[config.mk]
export PLATFORM = sky130hd
export DESIGN_NAME = uart_rx_deserializer
export DESIGN_NICKNAME = d
export VERILOG_FILES = /design/src/rtl/uart_rx_deserializer.sv
export SDC_FILE = /design/constraint.sdc
export NUM_CORES = 1
export LEC_CHECK = 0
export ABC_AREA = 1
export BUFFER_PORTS_ARGS = -buffer_cell sky130_fd_sc_hd__buf_4
export CAP_MARGIN = 30
export CORE_MARGIN = 5
export CORE_UTILIZATION = 57
export CTS_CLUSTER_DIAMETER = 30
export DETAILED_ROUTE_END_ITERATION = 16
export GPL_ROUTABILITY_DRIVEN = 0
export GPL_TIMING_DRIVEN = 0
export PLACE_DENSITY = 0.77
export SLEW_MARGIN = 20
export SYNTH_ARGS = -nofsm -noshare
export SYNTH_HDL_FRONTEND = slang
export SYNTH_SLANG_ARGS = --single-unit
export TNS_END_PERCENT = 50
[constraint.sdc]
create_clock -name CLK -period 2 [get_ports CLK]
set_input_delay 0.1 -clock CLK [delete_from_list [all_inputs] [get_ports CLK]]
set_output_delay 0.1 -clock CLK [all_outputs]
set_load 0.05 [all_outputs]
[src/rtl/uart_rx_deserializer.sv]
// UART receiver: 8x oversampled, 2-of-3 majority per bit, optional even/odd parity.
// Emits one-cycle data_valid / par_err / stop_err pulses at the last edge of each frame.
module uart_rx_deserializer #(
    parameter int OVERSAMPLE = 8,
    parameter int DATA_WIDTH = 8
) (
    input  logic                  CLK,
    input  logic                  RST,
    input  logic                  RX_IN,
    input  logic                  PAR_EN,
    input  logic                  PAR_TYP,
    output logic [DATA_WIDTH-1:0] P_DATA,
    output logic                  data_valid,
    output logic                  par_err,
    output logic                  stop_err
);

    localparam int CW = $clog2(OVERSAMPLE);
    localparam int BW = $clog2(DATA_WIDTH + 1);

    typedef enum logic [2:0] {IDLE, START, DATA, PARITY, STOP} state_t;

    state_t                state_reg, state_next;
    logic [CW-1:0]         edge_cnt_reg, edge_cnt_next;
    logic [BW-1:0]         bit_cnt_reg, bit_cnt_next;
    logic [DATA_WIDTH-1:0] shift_reg, shift_next;
    logic [DATA_WIDTH-1:0] p_data_reg, p_data_next;
    logic                  par_en_reg, par_en_next;
    logic                  par_typ_reg, par_typ_next;
    logic                  par_bad_reg, par_bad_next;
    logic                  data_valid_reg, data_valid_next;
    logic                  par_err_reg, par_err_next;
    logic                  stop_err_reg, stop_err_next;
    logic [2:0]            sample_reg, sample_next;
    logic                  majority;
    logic                  last_edge;

    // Sample slot gi captures the line at edge count 3+gi of every bit.
    generate
        for (genvar gi = 0; gi < 3; gi++) begin : g_sample
            assign sample_next[gi] = (state_reg != IDLE && edge_cnt_reg == CW'(3 + gi))
                                     ? RX_IN : sample_reg[gi];
        end
    endgenerate

    assign majority  = (sample_reg[0] & sample_reg[1]) | (sample_reg[0] & sample_reg[2])
                     | (sample_reg[1] & sample_reg[2]);
    assign last_edge = (edge_cnt_reg == CW'(OVERSAMPLE - 1));

    always_ff @(posedge CLK) begin
        if (RST) begin
            state_reg      <= IDLE;
            edge_cnt_reg   <= '0;
            bit_cnt_reg    <= '0;
            shift_reg      <= '0;
            p_data_reg     <= '0;
            par_en_reg     <= 1'b0;
            par_typ_reg    <= 1'b0;
            par_bad_reg    <= 1'b0;
            data_valid_reg <= 1'b0;
            par_err_reg    <= 1'b0;
            stop_err_reg   <= 1'b0;
            sample_reg     <= '0;
        end else begin
            state_reg      <= state_next;
            edge_cnt_reg   <= edge_cnt_next;
            bit_cnt_reg    <= bit_cnt_next;
            shift_reg      <= shift_next;
            p_data_reg     <= p_data_next;
            par_en_reg     <= par_en_next;
            par_typ_reg    <= par_typ_next;
            par_bad_reg    <= par_bad_next;
            data_valid_reg <= data_valid_next;
            par_err_reg    <= par_err_next;
            stop_err_reg   <= stop_err_next;
            sample_reg     <= sample_next;
        end
    end

    always_comb begin
        state_next      = state_reg;
        edge_cnt_next   = edge_cnt_reg + CW'(1);
        bit_cnt_next    = bit_cnt_reg;
        shift_next      = shift_reg;
        p_data_next     = p_data_reg;
        par_en_next     = par_en_reg;
        par_typ_next    = par_typ_reg;
        par_bad_next    = par_bad_reg;
        data_valid_next = 1'b0;
        par_err_next    = 1'b0;
        stop_err_next   = 1'b0;

        case (state_reg)
            IDLE: begin
                edge_cnt_next = '0;
                // The detecting edge is frame edge 0, so counting resumes at 1.
                if (!RX_IN) begin
                    state_next    = START;
                    edge_cnt_next = CW'(1);
                    bit_cnt_next  = '0;
                    par_en_next   = PAR_EN;
                    par_typ_next  = PAR_TYP;
                    par_bad_next  = 1'b0;
                end
            end
            START: begin
                if (last_edge) begin
                    state_next = majority ? IDLE : DATA;
                end
            end
            DATA: begin
                if (last_edge) begin
                    shift_next = {majority, shift_reg[DATA_WIDTH-1:1]};
                    if (bit_cnt_reg == BW'(DATA_WIDTH - 1)) begin
                        bit_cnt_next = '0;
                        state_next   = par_en_reg ? PARITY : STOP;
                    end else begin
                        bit_cnt_next = bit_cnt_reg + BW'(1);
                    end
                end
            end
            PARITY: begin
                if (last_edge) begin
                    par_bad_next = majority ^ (^shift_reg) ^ par_typ_reg;
                    state_next   = STOP;
                end
            end
            STOP: begin
                if (last_edge) begin
                    state_next = IDLE;
                    if (!par_bad_reg && majority) begin
                        data_valid_next = 1'b1;
                        p_data_next     = shift_reg;
                    end else begin
                        par_err_next  = par_bad_reg;
                        stop_err_next = !majority;
                    end
                end
            end
            default: state_next = IDLE;
        endcase
    end

    assign P_DATA     = p_data_reg;
    assign data_valid = data_valid_reg;
    assign par_err    = par_err_reg;
    assign stop_err   = stop_err_reg;

endmodule

## Yosys cells after proc, flatten, opt, wreduce, memory -nomap -nowiden

Cells that the tools add are included.

- Register bits: 35
- Input port bits: 5
- Output and inout bits: 11

- Add/subtract/negate cells: 2
- Eq/ne operators: 15
- Multiplexer cells: 19
- Bitwise operators: 10
- Reduce and logical (&&, ||, !) cells: 19

Operator list:

| kind | number |
|---|---|
| $mux 3 | 8 |
| $pmux 3 s5 | 1 |
| $eq 3x3->1 const B | 4 |
| $mux 4 | 3 |
| $ne 2x2->1 const B | 6 |
| $eq 3x2->1 const B | 3 |
| $reduce_and 3->1 | 3 |
| $pmux 4 s2 | 1 |
| $reduce_xor 8->1 | 1 |
| $reduce_and 6->1 | 1 |
| $add 4x1->4 const B | 1 |
| $eq 4x3->1 const B | 1 |
| $logic_and 1x1->1 | 4 |
| $mux 1 | 4 |
| $reduce_and 2->1 | 2 |
| $reduce_bool 2->1 | 2 |
| $reduce_or 4->1 | 1 |
| $add 3x1->3 const B | 1 |
| $and 1x1->1 | 3 |
| $eq 3x1->1 const B | 1 |
| $logic_not 3->1 | 1 |
| $not 1->1 | 3 |
| $reduce_bool 3->1 | 1 |
| $reduce_or 3->1 | 1 |
| other kinds (5) | 8 |

## Logic depth before layout (Yosys ltp)

Gate-level depths: netlist (run 1).

- Word-level depth: 7
- Gate-level depth with buffers: 10

## Worst setup path before layout (run 1)

OpenSTA, ideal clock, no wires.

- Path type: reg-to-reg
- From: register edge_cnt_reg[0]
- To: register p_data_reg[6] (netlist: P_DATA[6])
- Setup time: 0.066 ns
- Arrival: 1.405 ns
- Setup slack: 0.529 ns
- Cell stages (with the launch flop): 10
- Buffers on the path: 1
- Cells stage by stage: dfxtp_1 -> ha_1 -> ha_1 -> inv_1 -> nor2_4 -> nand3_2 -> inv_2 -> buf_6 -> o21ai_2 -> a21oi_2

- Cells in the longest elaborated chain, start to end: 2

RTL lines:

| element | RTL line | text |
|---|---|---|
| from (decl) | 24 | `logic [CW-1:0] edge_cnt_reg, edge_cnt_next;` |
| from (signal assigned) | 66 | `edge_cnt_reg <= edge_cnt_next;` |
| $eq 3x3->1 | 48 | `assign last_edge = (edge_cnt_reg == CW'(OVERSAMPLE - 1));` |
| $reduce_and 3->1 (no source line) | - |  |
| to (signal assigned) | 69 | `p_data_reg <= p_data_next;` |
| to (decl) | 27 | `logic [DATA_WIDTH-1:0] p_data_reg, p_data_next;` |

Every way passes these cells.
A chain may end at the register's enable or synchronous reset.

## Worst setup path after layout (run 1)

- From: register edge_cnt_reg[0]
- To: register p_data_reg[7] (netlist: P_DATA[7])

The elaborated chain is that of the path after synthesis.

==> qor.log, run 1 <==
INFO  die            die_h=64.4um
INFO  detailed_routing drt_wl_total=3220um
INFO  global_route   grt_pass1_vias=1360
INFO  global_route   number_of_antenna_violations_at_the_first_check_in_global_routing=0
INFO  pwr            power_density=1080nW/um^2
INFO  critical_path  worst_r2r_path_depth=9
INFO  timing         setup_viol=0
INFO  cts            postCtsResizedCells=0
INFO  cts            clock_insertion_delay_worst_skew=0.35ns
INFO  place          hpwl=2370um
INFO  finish         ff_latch_area=701squm
INFO  die            core=2810squm
INFO  timing         maxSlewHeadroom=67.8%
INFO  timing         timing.hold.ws=0.0339ns
INFO  die            dieArea=4150squm
INFO  finish         syn_to_final_growth=15.6%
INFO  critical_path  cp_data_arrival_time=1.98ns
INFO  cts            numCtsBuffers=5
INFO  cts            cts_root_buf=sky130_fd_sc_hd__clkbuf_4
INFO  detailed_routing wire_per_inst=11.4um
INFO  min_path       hold_path_end=par_typ_reg
INFO  synthesis      yosysWarnings=0
INFO  critical_path  regToRegEndpoint=P_DATA[7]
INFO  cts            cts_htree_levels=2
INFO  critical_path  setup.worst_path.class=reg -> reg
INFO  synthesis      netlist-cell-type-count=30
INFO  critical_path  cp_max_fo=10
INFO  finish         drive_above_1_share=17.5%
INFO  min_path       hold_path.class=in -> reg
INFO  timing         max_freq=591MHz
INFO  detailed_routing detail_route.iter0.violations=63
INFO  finish         number_of_nets_in_the_layout=262
INFO  synthesis      synth_area_per_cell=7.43squm
INFO  die            rows=19
INFO  synthesis      yosys_register_bits=35
INFO  critical_path  critical_path.reg2reg.startpoint=edge_cnt_reg[0]
INFO  pwr            vdd.ir_drop.worst=0.822mV
INFO  detailed_routing drt_pass1_iterations=4
INFO  pwr            leak_pwr=0.000876uW
INFO  die            die_w=64.4um
INFO  synthesis      synth_cells=227
INFO  detailed_routing drt-vias-per-instance=5.20
INFO  timing         worst_tran_pin_value=0.483ns
INFO  critical_path  critical_path_required=2.29ns
INFO  synthesis      postSynthNetCount=239
INFO  cts            cts.hold.buffers_added=1
INFO  die            initial_core_utilization=60.1%
INFO  cts            post-cts-setup-buffers=0
INFO  place          port_buffers=15
INFO  timing         worst_clock_skew=0.00732ns
INFO  finish         layout.filler_cells=244
INFO  cts            clk_pin_slew_worst_paths=0.11ns
INFO  status         run_status=finished, final reports clean
INFO  detailed_routing detailroute.via_count=1465
INFO  critical_path  worst_setup_path_end_kind=flop
INFO  detailed_routing detail_route.drc_violations=0
INFO  global_route   grt_remaining_overflow=0
INFO  critical_path  startpoint_type=flop
INFO  global_route   grt_first_pass_wirelength=5810um
INFO  finish         diodes=0
INFO  finish         most-common-layout-cells=50 x sky130_fd_sc_hd__nand2_1, 35 x sky130_fd_sc_hd__dfxtp_1, 31 x sky130_fd_sc_hd__inv_1
INFO  cts            clock_sinks=35
INFO  critical_path  setup.reg_to_reg.worst_slack=0.31ns
INFO  synthesis      syn-cell-area=1690squm
INFO  finish         layout.cells.most_common=sky130_fd_sc_hd__nand2_1
INFO  synthesis      post_synthesis_sequential_area_ratio=41.5%
INFO  timing         slew_viol_final=0
INFO  cts            cts_tree=built
INFO  global_route   grt_start_max_net_pins=12
INFO  global_route   grt.total_usage=17.9%
INFO  run            cap_violations=0
INFO  timing         final_hold_viol_count=0
INFO  finish         multiInputGateArea=832squm
INFO  min_path       min_delay_path_depth=3
INFO  timing         period_share=84.5%
INFO  timing         period_minus_slack=1.69ns
INFO  timing         setup_total_negative_slack=0ns
INFO  die            ioPinCount=16
INFO  timing         grt_setup_unrepaired=false
INFO  cts            clock_tree.buffer_depth=2
INFO  detailed_routing postRouteAntennaNets=0
INFO  min_path       worst_hold_startpoint=PAR_TYP
synthesized netlist by cell type (all sizes together):
| cell type | n | area share, % |
|---|---|---|
| a211oi | 2 | 0.89 |
| a21oi | 26 | 8.2 |
| a311oi | 1 | 0.52 |
| a41oi | 1 | 0.52 |
| and3 | 1 | 0.37 |
| buf | 2 | 1.1 |
| clkbuf | 2 | 0.45 |
| dfxtp | 35 | 42 |
| ha | 7 | 5.2 |
| inv | 34 | 7.6 |
| nand2 | 57 | 14 |
| nand3 | 9 | 3.0 |
| nor2 | 19 | 5.4 |
| nor3 | 3 | 1.6 |
| o211ai | 1 | 0.45 |
| o21ai | 22 | 7.0 |
| o22ai | 3 | 1.1 |
| o311ai | 1 | 0.52 |
| or2 | 1 | 0.37 |
layer usage:
layer,share of wire (%),vias up,global-route usage [%]
met3,3.5,6,4.20
met5,0,-,0
met2,43,18,27.7
met4,2.2,0,9.50
met1,51,655,23.0
li1,-,786,-
power breakdown:
group	switching (uW)	internal (uW)	total (uW)
clock	239	390	629
combinational	417	218	636
sequential	64.4	769	833
total	721	1380	2100
worst max-delay path, cell delays in order (launching register included):
cell and delay (ns):
sky130_fd_sc_hd__dfxtp_1 0.39, sky130_fd_sc_hd__ha_1 0.22, sky130_fd_sc_hd__ha_1 0.25, sky130_fd_sc_hd__inv_1 0.09
sky130_fd_sc_hd__nor2_4 0.12, sky130_fd_sc_hd__nand3_2 0.10, sky130_fd_sc_hd__inv_2 0.13, sky130_fd_sc_hd__buf_6 0.17
sky130_fd_sc_hd__o21ai_2 0.06, sky130_fd_sc_hd__a21oi_2 0.11
stage by stage:
step	area (sq um)	utilization, %	cells	power [uW]	worst slack (ns)
floorplan	1690	-	227	1360	0.529
global placement	1840	65.5	273	1470	0.347
detailed placement	1840	65.5	273	1480	0.321
CTS	1950	69.5	282	2120	0.304
global route	1950	69.5	282	2250	0.125
finish	1950	69.5	282	2100	0.309
final cells by class:
type                    instances  area share (%)
well taps                      31            1.99
inverters                      34            6.55
flip-flops and latches         35            35.9
clock buffers                   6            2.12
plain buffers                   4            1.35
multi-input cells             154            42.7
repair buffers                 16            6.29
clock inverters                 2            3.08
worst max-delay path by stage:
stage                     end       startpoint  slack [ns]  cells after the start
floorplan           P_DATA[6]  edge_cnt_reg[0]        0.53                      9
finish              P_DATA[7]  edge_cnt_reg[0]        0.31                      9
CTS                 P_DATA[7]  edge_cnt_reg[0]        0.30                      9
global placement    P_DATA[6]  edge_cnt_reg[0]        0.35                      9
global route        P_DATA[6]  edge_cnt_reg[0]        0.13                      9
detailed placement  P_DATA[7]  edge_cnt_reg[0]        0.32                      9
kinds of logic after synthesis:
group                    Yosys count  synth area share (%)
AO/OA/AOI/OAI                     57                  19.1
adder cells (fa/ha/maj)            7                  5.19
flip-flops                        35                  41.5
AND/OR/NAND/NOR                   90                  25.0
buffers and inverters             38                  9.12
No activity file was read; power rests on OpenSTA's default activity.
==> inputs of run 2 (changes only) <==
--- a/config.mk
+++ b/config.mk
@@ -9,12 +9,12 @@
 export BUFFER_PORTS_ARGS = -buffer_cell sky130_fd_sc_hd__buf_4
 export CAP_MARGIN = 30
 export CORE_MARGIN = 5
-export CORE_UTILIZATION = 57
+export CORE_UTILIZATION = 52
 export CTS_CLUSTER_DIAMETER = 30
 export DETAILED_ROUTE_END_ITERATION = 16
 export GPL_ROUTABILITY_DRIVEN = 0
 export GPL_TIMING_DRIVEN = 0
-export PLACE_DENSITY = 0.77
+export PLACE_DENSITY = 0.74
 export SLEW_MARGIN = 20
 export SYNTH_ARGS = -nofsm -noshare
 export SYNTH_HDL_FRONTEND = slang
==> constraint.sdc (replaced) <==
create_clock -name CLK -period 1.42 [get_ports CLK]
set_input_delay 0.071 -clock CLK [delete_from_list [all_inputs] [get_ports CLK]]
set_output_delay 0.071 -clock CLK [all_outputs]
set_load 0.05 [all_outputs]
==> qor.log, run 2 (same netlist as run 1, synthesis figures left out) <==
INFO  status         run_status=finished, final reports clean [unchanged]
INFO  critical_path  worst_path_largest_cell_delay=0.37ns [was 0.39 ns]
INFO  timing         slew_viol_final=0 [unchanged]
INFO  pwr            leak_pwr=0.000921uW [was 0.000876 uW]
INFO  cts            cts_root_buf=sky130_fd_sc_hd__clkbuf_4 [unchanged]
INFO  global_route   grt_use_met3=5.23% [was 4.20%]
INFO  critical_path  worst_r2r_path_depth=9 [unchanged]
INFO  detailed_routing detail_route.drc_violations=0 [unchanged]
INFO  die            core=3080squm [was 2810 sq um]
INFO  place          numPlacedInstances=286 [was 273]
INFO  timing         worst_tran_pin_value=0.511ns [was 0.483 ns]
INFO  critical_path  startpoint_type=flop [unchanged]
INFO  timing         setup_viol=0 [unchanged]
INFO  min_path       min_delay_path_depth=3 [unchanged]
INFO  critical_path  critical-path-top-cell-by-count=sky130_fd_sc_hd__ha_4 [was sky130_fd_sc_hd__ha_1]
INFO  critical_path  cp_num_buf_inv=3 [unchanged]
INFO  die            dieArea=4480squm [was 4150 sq um]
INFO  critical_path  crit_slowest_cell=sky130_fd_sc_hd__dfxtp_4 [was sky130_fd_sc_hd__dfxtp_1]
INFO  critical_path  worst_setup_path_end_kind=flop [unchanged]
INFO  die            initial_core_utilization=54.8% [was 60.1%]
INFO  critical_path  cp_data_arrival_time=1.68ns [was 1.98 ns]
INFO  die            rows=20 [was 19]
INFO  finish         layout.cells.most_common=sky130_fd_sc_hd__nand2_1 [unchanged]
INFO  timing         worst_clock_skew=0.00330ns [was 0.00732 ns]
INFO  die            die_h=67.0um [was 64.4 um]
INFO  detailed_routing drt-vias-per-instance=5.18 [was 5.20]
INFO  global_route   met2_usage=30.1% [was 27.7%]
INFO  place          pre_cts_ws=-0.171ns [was 0.321 ns]
INFO  detailed_routing wire_per_inst=12.6um [was 11.4 um]
INFO  finish         final_cells=306 [was 282]
INFO  finish         diodes=0 [unchanged]
INFO  global_route   grt_start_max_net_pins=12 [unchanged]
INFO  run            cap_violations=0 [unchanged]
INFO  detailed_routing detailroute.via_count=1586 [was 1465]
INFO  finish         most-common-layout-cells=50 x sky130_fd_sc_hd__nand2_1, 30 x sky130_fd_sc_hd__dfxtp_1, 29 x sky130_fd_sc_hd__inv_1 [was 50 x sky130_fd_sc_hd__nand2_1, 35 x sky130_fd_sc_hd__dfxtp_1, 31 x sky130_fd_sc_hd__inv_1]
INFO  global_route   grt_first_pass_wirelength=6470um [was 5810 um]
INFO  place          hpwl=2520um [was 2370 um]
INFO  timing         timing.hold.ws=0.0242ns [was 0.0339 ns]
INFO  timing         period_minus_slack=1.40ns [was 1.69 ns]
INFO  finish         layout.filler_cells=262 [was 244]
INFO  cts            clock_tree.buffer_depth=2 [unchanged]
INFO  cts            numCtsBuffers=5 [unchanged]
INFO  critical_path  setup.worst_path.class=reg -> reg [unchanged]
INFO  global_route   grt.total_usage=18.9% [was 17.9%]
INFO  detailed_routing drt_pass1_iterations=4 [unchanged]
INFO  finish         drive_above_1_share=24.4% [was 17.5%]
INFO  global_route   grt_remaining_overflow=0 [unchanged]
INFO  pwr            vdd.ir_drop.worst=0.694mV [was 0.822 mV]
INFO  critical_path  timing.critical_path.cells=ha_4 > ha_4 > inv_2 > nor2_4 > nand3_4 > inv_8 > buf_8 > o21ai_2 > a21oi_2 [was ha_1 > ha_1 > inv_1 > nor2_4 > nand3_2 > inv_2 > buf_6 > o21ai_2 > a21oi_2]
INFO  timing         final_hold_viol_count=0 [unchanged]
INFO  timing         period_share=98.5% [was 84.5%]
INFO  pwr            power_density=1330nW/um^2 [was 1080 nW/um^2]
INFO  detailed_routing postRouteAntennaNets=0 [unchanged]
INFO  global_route   number_of_antenna_violations_at_the_first_check_in_global_routing=0 [unchanged]
INFO  global_route   grt_pass1_vias=1434 [was 1360]
INFO  critical_path  worst_path_dominant_cell_family=flip-flops [was adder cells]
INFO  critical_path  cp_max_fo=7 [was 10]
INFO  global_route   routing_layer_with_the_top_usage_in_global_route=met2 [unchanged]
INFO  pwr            post-layout-total-power=2830uW [was 2100 uW]
INFO  cts            clock_insertion_delay_worst_skew=0.34ns [was 0.35 ns]
INFO  finish         number_of_nets_in_the_layout=273 [was 262]
INFO  place          port_buffers=15 [unchanged]
INFO  cts            clock_sinks=35 [unchanged]
INFO  cts            cts_htree_levels=2 [unchanged]
INFO  critical_path  path_depth=9 [unchanged]
INFO  finish         syn_to_final_growth=25.7% [was 15.6%]
INFO  critical_path  critical_path_required=1.70ns [was 2.29 ns]
INFO  timing         grt_setup_unrepaired=true [was false]
INFO  detailed_routing detail_route.iter0.violations=90 [was 63]
INFO  detailed_routing drt_wl_total=3850um [was 3220 um]
INFO  die            ioPinCount=16 [unchanged]
INFO  die            die_w=67.0um [was 64.4 um]
INFO  cts            clk_pin_slew_worst_paths=0.11ns [about the same]
INFO  cts            cts_tree=built [unchanged]
INFO  min_path       hold_path.class=in -> reg [unchanged]
INFO  global_route   grtUsageMet1=24.1% [was 23.0%]
INFO  timing         maxSlewHeadroom=65.9% [was 67.8%]
INFO  timing         max_freq=715MHz [was 591 MHz]
INFO  timing         timing.final.ws_setup=0.0220ns [was 0.309 ns]
INFO  finish         post-route-util=68.9% [was 69.5%]
[run 2: metal layers]
layer  part of all wire [%]  routed length (um)  vias up
met5                      0                   0        -
met4                    1.4                  55        0
met3                    4.3                 167        8
met2                     47                1810       42
met1                     47                1820      732
li1                       -                   -      804
[run 2: repair_timing]
action,CTS,global route
buffers inserted,4,4
pin swaps,2,8
hold endpoints to repair,4,0
gates resized for setup,8,18
hold buffers,3,0
setup endpoints to repair,13,21
cloned,1,0
[run 2: final timing paths]
| check | slack (ns) | startpoint | end |
|---|---|---|---|
| setup reg to reg | 0.02 | edge_cnt_reg[0] | P_DATA[6] |
| hold reg to reg | 0.47 | sample_reg[2] | sample_reg[2] |
| hold / removal | 0.02 | PAR_EN | par_en_reg |
| setup / recovery | 0.02 | edge_cnt_reg[0] | P_DATA[6] |
[run 2: worst reg2reg max path, delay by kind of cell (launching register included)]
kind            cells  cell delay [ns]
buf+inv             3             0.26
simple gates        2             0.25
fa+ha+maj           2             0.29
flops               1             0.37
compound gates      2             0.17
[run 2: stage by stage]
| stage | TNS (ns) | cell area, sq um |
|---|---|---|
| floorplan | 0 | 1700 |
| global placement | -1.07 | 1870 |
| detailed placement | -1.22 | 1870 |
| CTS | 0 | 2040 |
| global route | -0.370 | 2120 |
| finish | 0 | 2120 |
[run 2: cell type report]
type                       instances  area (sq um)  share of cell area [%]
tap                               44          55.1                    2.60
clock buffer                       6          41.3                    1.95
buffer                             4          33.8                    1.59
clock inverter                     2          12.5                   0.590
inverter                          34           135                    6.37
sequential                        35           712                    33.6
multi-input combinational        154           893                    42.1
timing repair buffer              27           238                    11.2
[run 2: where the power goes]
group	switching (uW)	leakage (uW)	internal, uW
Clock	345	0.0000282	191
Sequential	116	0.000286	1110
Combinational	665	0.000607	405
Total	1130	0.000921	1700
==> inputs of run 3 (changes only) <==
--- a/config.mk
+++ b/config.mk
@@ -6,7 +6,7 @@
 export NUM_CORES = 1
 export LEC_CHECK = 0
 export ABC_AREA = 1
-export BUFFER_PORTS_ARGS = -buffer_cell sky130_fd_sc_hd__buf_4
+export BUFFER_PORTS_ARGS = -buffer_cell sky130_fd_sc_hd__clkbuf_2
 export CAP_MARGIN = 30
 export CORE_MARGIN = 5
 export CORE_UTILIZATION = 52
==> qor.log, run 3 (same netlist as run 1, synthesis figures left out) <==
INFO  detailed_routing wire_per_inst=12.5um [was 12.6 um]
INFO  timing         period_minus_slack=1.41ns [was 1.40 ns]
INFO  global_route   routing_layer_with_the_top_usage_in_global_route=met2 [unchanged]
INFO  global_route   grt_remaining_overflow=0 [unchanged]
INFO  finish         diodes=0 [unchanged]
INFO  timing         maxSlewHeadroom=63.2% [was 65.9%]
INFO  timing         worst_tran_pin_value=0.552ns [was 0.511 ns]
INFO  critical_path  cp_max_fo=6 [was 7]
INFO  timing         setup_viol=0 [unchanged]
INFO  finish         most-common-layout-cells=49 x sky130_fd_sc_hd__nand2_1, 30 x sky130_fd_sc_hd__inv_1, 28 x sky130_fd_sc_hd__dfxtp_1 [was 50 x sky130_fd_sc_hd__nand2_1, 30 x sky130_fd_sc_hd__dfxtp_1, 29 x sky130_fd_sc_hd__inv_1]
INFO  cts            clock_tree.buffer_depth=2 [unchanged]
INFO  cts            clock_insertion_delay_worst_skew=0.34ns [about the same]
INFO  critical_path  critical_path_required=1.66ns [was 1.70 ns]
INFO  critical_path  critPathLaunch=edge_cnt_reg[0] [unchanged]
INFO  pwr            internal_power=1840uW [was 1700 uW]
INFO  detailed_routing detail_route.drc_violations=0 [unchanged]
INFO  global_route   grtUsageMet1=24.7% [was 24.1%]
INFO  global_route   grt_start_max_net_pins=11 [was 12]
INFO  timing         final_hold_viol_count=0 [unchanged]
INFO  global_route   number_of_antenna_violations_at_the_first_check_in_global_routing=0 [unchanged]
INFO  die            ioPinCount=16 [unchanged]
INFO  timing         setup_total_negative_slack=0ns [unchanged]
INFO  timing         period_share=99.4% [was 98.5%]
INFO  place          pre_cts_ws=-0.138ns [was -0.171 ns]
INFO  min_path       hold_path.class=in -> reg [unchanged]
INFO  pwr            reg_power_share=41.4% [was 43.3%]
INFO  finish         drive_above_1_share=25.5% [was 24.4%]
INFO  critical_path  setup.worst_path.class=reg -> reg [unchanged]
INFO  critical_path  regToRegEndpoint=state_reg[0] [was P_DATA[6]]
INFO  global_route   grt_first_pass_wirelength=6460um [was 6470 um]
INFO  place          port_buffers=15 [unchanged]
INFO  cts            clock_sinks=35 [unchanged]
INFO  timing         worst_clock_skew=0.0131ns [was 0.00330 ns]
INFO  die            rows=20 [unchanged]
INFO  pwr            switching_share=37.3% [was 39.8%]
INFO  global_route   met2_usage=30.9% [was 30.1%]
INFO  pwr            vdd.ir_drop.worst=0.982mV [was 0.694 mV]
INFO  run            cap_violations=0 [unchanged]
INFO  pwr            power.combinational.fraction=34.9% [was 37.8%]
INFO  die            core=3080squm [unchanged]
INFO  finish         number_of_nets_in_the_layout=267 [was 273]
INFO  timing         grt_setup_unrepaired=true [unchanged]
INFO  critical_path  critical_path.reg2reg.startpoint=edge_cnt_reg[0] [unchanged]
INFO  pwr            leak_pwr=0.000889uW [was 0.000921 uW]
INFO  finish         syn_to_final_growth=21.8% [was 25.7%]
INFO  finish         layout.cells.most_common=sky130_fd_sc_hd__nand2_1 [unchanged]
INFO  cts            cts_tree=built [unchanged]
INFO  cts            clk_pin_slew_worst_paths=0.10ns [was 0.11 ns]
INFO  critical_path  setup.reg_to_reg.worst_slack=0.008ns [was 0.02 ns]
INFO  detailed_routing detailroute.via_count=1526 [was 1586]
INFO  global_route   grt_use_met3=6.75% [was 5.23%]
INFO  pwr            pwr-share-clk=23.7% [was 18.9%]
INFO  cts            cts_htree_levels=2 [unchanged]
INFO  critical_path  timing.critical_path.cells=ha_4 > ha_4 > buf_6 > o22ai_4 > nor3_4 > nand2_1 > nand2_1 > nor2_1 [was ha_4 > ha_4 > inv_2 > nor2_4 > nand3_4 > inv_8 > buf_8 > o21ai_2 > a21oi_2]
INFO  die            die_h=67.0um [unchanged]
INFO  timing         timing.final.ws_setup=0.00786ns [was 0.0220 ns]
INFO  die            die_w=67.0um [unchanged]
INFO  critical_path  critical_path.endpoint=state_reg[0] [was P_DATA[6]]
INFO  cts            cts_root_buf=sky130_fd_sc_hd__clkbuf_4 [unchanged]
INFO  detailed_routing drt-vias-per-instance=5.10 [was 5.18]
INFO  critical_path  worst_r2r_path_depth=8 [was 9]
INFO  critical_path  worst_path_largest_cell_delay=0.37ns [about the same]
INFO  critical_path  cp_data_arrival_time=1.65ns [was 1.68 ns]
INFO  detailed_routing postRouteAntennaNets=0 [unchanged]
INFO  detailed_routing drt_wl_total=3750um [was 3850 um]
INFO  pwr            power_density=1430nW/um^2 [was 1330 nW/um^2]
INFO  timing         slew_viol_final=0 [unchanged]
INFO  critical_path  worst_setup_path_end_kind=flop [unchanged]
INFO  global_route   grt.total_usage=19.6% [was 18.9%]
INFO  pwr            sw_power=1090uW [was 1130 uW]
INFO  detailed_routing detail_route.iter0.violations=127 [was 90]
INFO  die            initial_core_utilization=54.8% [unchanged]
INFO  critical_path  crit_slowest_cell=sky130_fd_sc_hd__dfxtp_4 [unchanged]
INFO  detailed_routing drt_pass1_iterations=4 [unchanged]
INFO  status         run_status=finished, final reports clean [unchanged]
INFO  critical_path  startpoint_type=flop [unchanged]
INFO  global_route   grt_pass1_vias=1405 [was 1434]
INFO  timing         max_freq=708MHz [was 715 MHz]
INFO  place          hpwl=2500um [was 2520 um]
INFO  cts            numCtsBuffers=5 [unchanged]
INFO  die            dieArea=4480squm [unchanged]
INFO  min_path       worst_hold_startpoint=PAR_EN [unchanged]
## run 3: through the flow
stage	instance area (sq um)	power, uW	cells	util, %	hold WS [ns]
final	2050	2930	299	66.7	0.0142
after global routing	2050	3130	299	66.7	0.00541
after CTS	1990	2820	298	64.7	0.00382
after detailed placement	1830	2080	286	59.5	0.355
after global placement	1830	2060	286	59.5	0.346
after floorplan	1700	1920	227	-	0.143
## run 3: worst min-delay path by stage
| stage | to | slack (ns) | cells after the start |
|---|---|---|---|
| after floorplan | data_valid | 0.14 | 1 |
| after global placement | par_en_reg | 0.35 | 3 |
| after detailed placement | par_en_reg | 0.36 | 3 |
| after CTS | par_en_reg | 0.004 | 3 |
| after global routing | par_en_reg | 0.005 | 3 |
| final | par_en_reg | 0.01 | 3 |
## run 3: routing by layer
metal,vias to the layer above,share of wire (%)
li1,791,-
met1,694,46
met2,34,47
met3,7,5.6
met4,0,1.6
met5,-,0
## run 3: what timing repair did
action | in CTS | in global routing
hold buffers | 0 | 0
setup buffers | 4 | 1
resized for setup | 10 | 21
cloned | 1 | 0
pin swaps | 3 | 9
endpoints found under the setup margin | 13 | 19
## run 3: cell type report
type | instances | area (sq um)
Fill cell | 263 | 1020
Multi-Input combinational cell | 154 | 900
Sequential cell | 35 | 712
Timing Repair Buffer | 21 | 148
Inverter | 34 | 135
Tap cell | 44 | 55.1
Clock buffer | 6 | 41.3
Buffer | 4 | 33.8
Clock inverter | 1 | 30.0
## run 3: worst max-delay path, delay by kind of cell, from the launching register on
kind / cells / cell delay, ns
AO/OA/AOI/OAI: 1 / 0.06
AND/OR/NAND/NOR: 4 / 0.49
buffers and inverters: 1 / 0.11
flip-flops: 1 / 0.37
adder cells (fa/ha/maj): 2 / 0.29
## run 3: power groups by stage
| stage | clock (uW) | sequential (uW) | combinational (uW) |
|---|---|---|---|
| 6_report | 693 | 1210 | 1020 |
| 5_1_grt | 762 | 1230 | 1140 |
| 4_1_cts | 709 | 1190 | 924 |
| 3_5_place_dp | 0 | 1200 | 881 |
| 3_3_place_gp | 0 | 1200 | 868 |
| 2_1_floorplan | 0 | 1180 | 738 |
